$ cat config.mk
export PLATFORM = sky130hd
export DESIGN_NAME = ps2_scancode_receiver
export DESIGN_NICKNAME = d
export VERILOG_FILES = /design/src/rtl/ps2_scancode_receiver.sv
export SDC_FILE = /design/constraint.sdc
export NUM_CORES = 1
export LEC_CHECK = 0
export ABC_CLOCK_PERIOD_IN_PS = 3230
export BUFFER_PORTS_ARGS = -buffer_cell sky130_fd_sc_hd__buf_4
export CAP_MARGIN = 20
export CORE_ASPECT_RATIO = 0.8
export CORE_MARGIN = 2
export CORE_UTILIZATION = 48
export DETAILED_ROUTE_END_ITERATION = 7
export GPL_ROUTABILITY_DRIVEN = 0
export PLACE_DENSITY = 0.68
export SETUP_SLACK_MARGIN = 0.2
export SLEW_MARGIN = 30
export SYNTH_ARGS = -nofsm -noshare
export SYNTH_HDL_FRONTEND = slang
export SYNTH_SLANG_ARGS = --single-unit
$ cat constraint.sdc
create_clock -name clk -period 3.23 [get_ports clk]
set_input_delay 0.646 -clock clk [delete_from_list [all_inputs] [get_ports clk]]
set_output_delay 0.646 -clock clk [all_outputs]
set_load 0.05 [all_outputs]
$ cat src/rtl/ps2_scancode_receiver.sv
// ps2_scancode_receiver: PS/2 keyboard frame receiver with scancode history and
// E0/F0 prefix decoding.
//   clk, rst            system clock, asynchronous active-high reset
//   ps2_clk, ps2_data   raw PS/2 pins, asynchronous to clk
//   byte_out/byte_valid last good byte and its one-cycle strobe
//   frame_err           one-cycle strobe: parity, stop or timeout error
//   ascii1/ascii2       newest / previous good byte (display history)
//   key_code/key_ext/key_break/key_valid  decoded key event and its strobe
module ps2_scancode_receiver #(
    parameter int unsigned FILTER_LEN     = 4,
    parameter int unsigned TIMEOUT_CYCLES = 20000
) (
    input  logic       clk,
    input  logic       rst,
    input  logic       ps2_clk,
    input  logic       ps2_data,
    output logic [7:0] byte_out,
    output logic       byte_valid,
    output logic       frame_err,
    output logic [7:0] ascii1,
    output logic [7:0] ascii2,
    output logic [7:0] key_code,
    output logic       key_ext,
    output logic       key_break,
    output logic       key_valid
);

    localparam int unsigned FW = $clog2(FILTER_LEN + 1);
    localparam int unsigned TW = $clog2(TIMEOUT_CYCLES + 1);

    typedef enum logic [1:0] {IDLE, DATA, PARITY, STOP} state_t;

    logic          clk_s1, clk_s2, data_s1, data_s2;
    logic          filt, filt_q;
    logic [FW-1:0] filt_cnt;
    logic          fall;

    state_t        state;
    logic [2:0]    bitcnt;
    logic [7:0]    shreg;
    logic          par;
    logic [TW-1:0] tmo_cnt;
    logic          ext_pend, brk_pend;

    // Two-flop synchronisers; idle bus level is high
    always_ff @(posedge clk or posedge rst) begin
        if (rst) begin
            clk_s1  <= 1'b1;
            clk_s2  <= 1'b1;
            data_s1 <= 1'b1;
            data_s2 <= 1'b1;
        end else begin
            clk_s1  <= ps2_clk;
            clk_s2  <= clk_s1;
            data_s1 <= ps2_data;
            data_s2 <= data_s1;
        end
    end

    // Glitch filter: follow synced clock only after FILTER_LEN consecutive differing samples
    always_ff @(posedge clk or posedge rst) begin
        if (rst) begin
            filt     <= 1'b1;
            filt_q   <= 1'b1;
            filt_cnt <= '0;
        end else begin
            filt_q <= filt;
            if (clk_s2 != filt) begin
                if (filt_cnt == FW'(FILTER_LEN - 1)) begin
                    filt     <= clk_s2;
                    filt_cnt <= '0;
                end else begin
                    filt_cnt <= filt_cnt + FW'(1);
                end
            end else begin
                filt_cnt <= '0;
            end
        end
    end

    assign fall = filt_q & ~filt;

    // Frame FSM, timeout, byte history and key decode
    always_ff @(posedge clk or posedge rst) begin
        if (rst) begin
            state      <= IDLE;
            bitcnt     <= '0;
            shreg      <= '0;
            par        <= 1'b0;
            tmo_cnt    <= '0;
            ext_pend   <= 1'b0;
            brk_pend   <= 1'b0;
            byte_out   <= '0;
            byte_valid <= 1'b0;
            frame_err  <= 1'b0;
            ascii1     <= '0;
            ascii2     <= '0;
            key_code   <= '0;
            key_ext    <= 1'b0;
            key_break  <= 1'b0;
            key_valid  <= 1'b0;
        end else begin
            byte_valid <= 1'b0;
            frame_err  <= 1'b0;
            key_valid  <= 1'b0;

            if (state == IDLE || fall) tmo_cnt <= '0;
            else                       tmo_cnt <= tmo_cnt + TW'(1);

            if (state != IDLE && !fall && tmo_cnt == TW'(TIMEOUT_CYCLES - 1)) begin
                state     <= IDLE;
                frame_err <= 1'b1;
                ext_pend  <= 1'b0;
                brk_pend  <= 1'b0;
            end else if (fall) begin
                case (state)
                    IDLE: begin
                        // A high data bit here is not a start bit; ignore the edge
                        if (!data_s2) begin
                            state  <= DATA;
                            bitcnt <= '0;
                        end
                    end
                    DATA: begin
                        shreg <= {data_s2, shreg[7:1]};
                        if (bitcnt == 3'd7) state <= PARITY;
                        else                bitcnt <= bitcnt + 3'd1;
                    end
                    PARITY: begin
                        par   <= data_s2;
                        state <= STOP;
                    end
                    STOP: begin
                        state <= IDLE;
                        if (data_s2 && (^{shreg, par})) begin
                            byte_out   <= shreg;
                            byte_valid <= 1'b1;
                            ascii1     <= shreg;
                            ascii2     <= ascii1;
                            if (shreg == 8'hE0) begin
                                ext_pend <= 1'b1;
                            end else if (shreg == 8'hF0) begin
                                brk_pend <= 1'b1;
                            end else begin
                                key_code  <= shreg;
                                key_ext   <= ext_pend;
                                key_break <= brk_pend;
                                key_valid <= 1'b1;
                                ext_pend  <= 1'b0;
                                brk_pend  <= 1'b0;
                            end
                        end else begin
                            frame_err <= 1'b1;
                            ext_pend  <= 1'b0;
                            brk_pend  <= 1'b0;
                        end
                    end
                    default: state <= IDLE;
                endcase
            end
        end
    end

endmodule

# Word level (Yosys, flattened, before mapping)
# Cells that the tools add are included.
# Widths: inputs -> output; s select.
# classes
mux	37
reduce_logical	20
addsub	3
bitwise_logic	5
eq_ne	15
# op_table
cell	count
$mux 1	26
$eq 8x8->1 const B	2
$add 15x1->15 const B	1
$eq 15x15->1 const B	1
$mux 15	1
$reduce_and 3->1	5
$mux 3	4
$reduce_xor 9->1	1
$mux 2	4
$pmux 2 s4	1
$reduce_bool 2->1	4
$add 3x1->3 const B	2
$ne 3x3->1 const B	2
$pmux 3 s2	1
$reduce_and 6->1	1
$reduce_and 5->1	1
$eq 2x2->1 const B	2
$ne 2x2->1 const B	2
$ne 4x4->1 const B	1
$not 1->1	4
$reduce_and 4->1	1
$eq 3x2->1 const B	1
$eq 3x3->1 const B	1
$logic_and 1x1->1	3
8 further kinds	8
# totals
regBits	69
word_cells	102
inputBits	4
out_inout_bits	37

# Longest topological paths before layout
# logic_depth
depth_word	7
mapped_depth	6
depth_no_buf	6

# Worst setup path after synthesis
# No wires, ideal clock.
# synth_path
path_kind	register to register
from	register shreg[4]
to	register ascii1[0]
arrival_time_ns	1.872
setup_slack_ns	1.232
stages_incl_launch_ff	7
synth_period_minus_slack_ns	1.998
setup_ns	0.125
required_time_ns	3.105
n_path_buf	2
path_cell_list	dfrtp_1 -> buf_6 -> xnor2_1 -> xnor3_2 -> mux2_4 -> buf_12 -> mux2_4
# synth_via
elab_chain_cells	3
# synth_lines
item	line	text
start: declaration	40	logic [7:0] shreg;
start signal: assignment	125	shreg <= {data_s2, shreg[7:1]};
$reduce_xor 9->1	135	if (data_s2 && (^{shreg, par})) begin
$logic_and 1x1->1	135	
$reduce_and 4->1 (no source line)	--	
end signal: assignment	138	ascii1 <= shreg;
end: declaration	20	output logic [7:0] ascii1,
# No other way between the ends.
# A chain may end at the register's enable or synchronous reset.

# Final worst setup path
# layout_path
from	register shreg[4]
to	register ascii1[6]
# Same word-level chain as after synthesis.

==> results.toml <==
[critical_path]
critPathRequiredTime_ns = 3.46
crit_path_max_incr_delay_ns = 0.50
cp_slowest_cell = "xnor3_2"
r2r_setup_slack_ns = 1.13
worstSetupPathType = "flop to flop"
crit_buf_inv = 0
cp-end-kind = "flop"
cp.arrival_ns = 2.33
cpLargestDelayFamily = "multiplexers"
crit_chain = "xnor2_1, xnor3_2, mux2_4, mux2_2"
start_kind = "flop"
cp_max_fo = 22

[sta]
finClkSkew_ns = 0.0110
final-max-slew-violation-count = 0
final-hold-violation-count = 0
fin_crit_ns = 2.10
tns_ns = 0
period_share_pct = 65.0
max_slew_margin_pct = 43.8
tightest_slew_ns = 0.843
setup_viol = 0
rsz0062_at_grt = "no"
max_freq_ghz = 0.476

[floorplan]
core-area_um2 = 6410
start_util_pct = 49.6
ios = 41
die_w_um = 95.0
dieArea_um2 = 7290
placementRows = 26
die_y_um = 76.8

[global_route]
grt_pass1_wl_um = 9060
grt_pass1_vias = 1943
grt_util_all_layers_pct = 16.2
grt_max_degree = 70
grt_overflow = 0
grt_antenna_before_repair = 0

[synthesis]
synth_area_um2 = 3180
yosys_warnings = 0
seq_area_frac_synth_pct = 54.6
synthesis.nets = 274
synthCells = 261
ys_ff_latch = 69
synth.avg_cell_area_um2 = 12.2
yosys.cell_types.count = 43

[clocking]
ctsHtreeMaxLevel = 3
cts.repair.resized = 0
cts_sinks = 69
post_cts_buffers = 0
numCtsBuffers = 9
cts_tree = "yes"
cts.root.buffer_cell = "clkbuf_8"
path_clk_slew_ns = 0.07
clk_latency_ns = 0.35
cts_hold_buf = 0
clockBufferDepth = 2

[drt]
via_per_inst = 5.01
met2WireLength_um = 2360
totalWireLength_um = 5240
post-route-drc-count = 0
antenna_left = 0
num_vias = 1938
drtIter0Drc = 139
wl_met3_um = 222
avgRoutedWirePerCell_um = 13.5
dr.pass1.iters = 4
top_layer_used = "met4"
wl_met1_um = 2600

[pwr]
power_density_nw_per_um2 = 820
peakVddDrop_uv = 491
total_power_mw = 3.01
p_leak_nw = 1.76

[final_layout]
nNetsFinal = 311
fin_area_um2 = 3670
drive_above_1_share_pct = 33.0
diodes = 0
fill_cells = 530
syn_to_final_growth_pct = 15.4

[outcome]
status = "finished, final reports clean"

[place]
port-buffer-count = 40
dpl-instance-area_um2 = 3470
hpwl_um = 3570

[worst_hold_path]
hold_class = "flop to flop"

[job]
max-cap-violations = 0
-- synth_stat cells --
library cell   n  area [um^2]
dfstp_2        6          158
buf_2          1         5.00
buf_6          2         22.5
o21ai_0       11         55.1
o2111ai_1      1         8.76
and3b_1        1         8.76
buf_12         1         20.0
nand2b_1       3         18.8
nand2_1       19         71.3
o22ai_1        4         25.0
a22oi_1        2         15.0
a21oi_1        5         25.0
inv_1         17         63.8
nor2b_1        5         31.3
and2_1         2         12.5
ha_1           9          113
clkbuf_1       4         15.0
a31oi_1        2         12.5
o211ai_1       1         7.51
o32ai_1        1         8.76
nand4bb_1      1         11.3
xor2_1         1         8.76
nand4_1        3         18.8
nor4_1         5         31.3
nor3_1         4         20.0
nand4b_1       1         8.76
nor3b_1        2         15.0
nand3_1        4         20.0
mux2i_1        1         10.0
xnor3_4        1         26.3
mux2_2        15          169
buf_4          8         60.1
or3_2          1         7.51
or3_1          5         31.3
xnor3_2        1         23.8
xnor2_1       14          123
and4b_2        1         11.3
nor2_1        14         52.6
or2_2          2         12.5
a41oi_1        1         8.76
nor4b_1        1         8.76
dfrtp_1       63         1580
mux2_4        15          225
-- placed cells by master, fill, tap and decap left out, drive strengths merged, types with 9 or more instances in the layout --
cell type  count
buf           42
o21ai         11
ha             9
nand2         19
inv           17
nor2          14
clkbuf        10
xnor2         14
mux2          30
dfrtp         63
-- per-stage QoR --
stage	std cells	setup slack [ns]	util (%)	hold WS (ns)
6_report	387	1.13	57.2	0.357
2_1_floorplan	261	0.854	-	0.345
3_5_place_dp	371	1.12	54.2	0.347
5_1_grt	387	0.978	57.2	0.367
4_1_cts	387	1.10	57.2	0.358
3_3_place_gp	371	1.17	54.2	0.346
-- metal layers --
layer,vias up,global-route usage [%]
met3,5,6.48
met1,941,22.4
met5,-,0
li1,959,-
met2,33,23.2
met4,0,5.65
-- cells by family (layout without fill, tap and decap cells) --
kind of cell	after synthesis	after routing	synth area share, %
simple gates	74	74	12.3
xor+xnor	17	17	5.71
mux	31	31	12.7
compound gates	28	28	5.24
fa+ha+maj	9	9	3.54
buf+inv	33	75	5.87
flops	69	69	54.6
-- power breakdown --
group,switching [mW],internal (mW)
logic,0.664,0.462
registers,0.161,1.04
clock network,0.323,0.355
total,1.15,1.86
-- path summary, 6_finish.rpt --
| check | start | end | cells past startpoint |
|---|---|---|---|
| worst max-delay path | shreg[4] | ascii1[6] | 4 |
| worst min-delay path | data_s1 | data_s2 | 0 |
| worst max register to register | shreg[4] | ascii1[6] | 4 |
| worst min register to register | data_s1 | data_s2 | 0 |
| max in group asynchronous | rst | ascii1[6] | 3 |
| min in group asynchronous | rst | tmo_cnt[1] | 3 |
-- area by class of cell --
type                    instances  area (um^2)  area share [%]
clock inverters                 6         65.1            1.77
repair buffers                 42          315            8.60
flip-flops and latches         69         1730            47.3
clock buffers                  10          128            3.48
well taps                      84          105            2.87
multi-input cells             159         1260            34.3
inverters                      17         63.8            1.74
-- sequential cells by signal (all words and copies together) (netlist names), 2 cells and up --
signal and flops:
state 2, tmo_cnt 15, ascii2 8, key_code 8
bitcnt 3, shreg 8, filt_cnt 3, ascii1 8
-- worst reg2reg max path, cell delays in order, from the launching register on --
cell     delay, ns
dfrtp_1       0.46
xnor2_1       0.17
xnor3_2       0.50
mux2_4        0.47
mux2_2        0.38
Note: power is estimated with default switching activity, not from simulation.
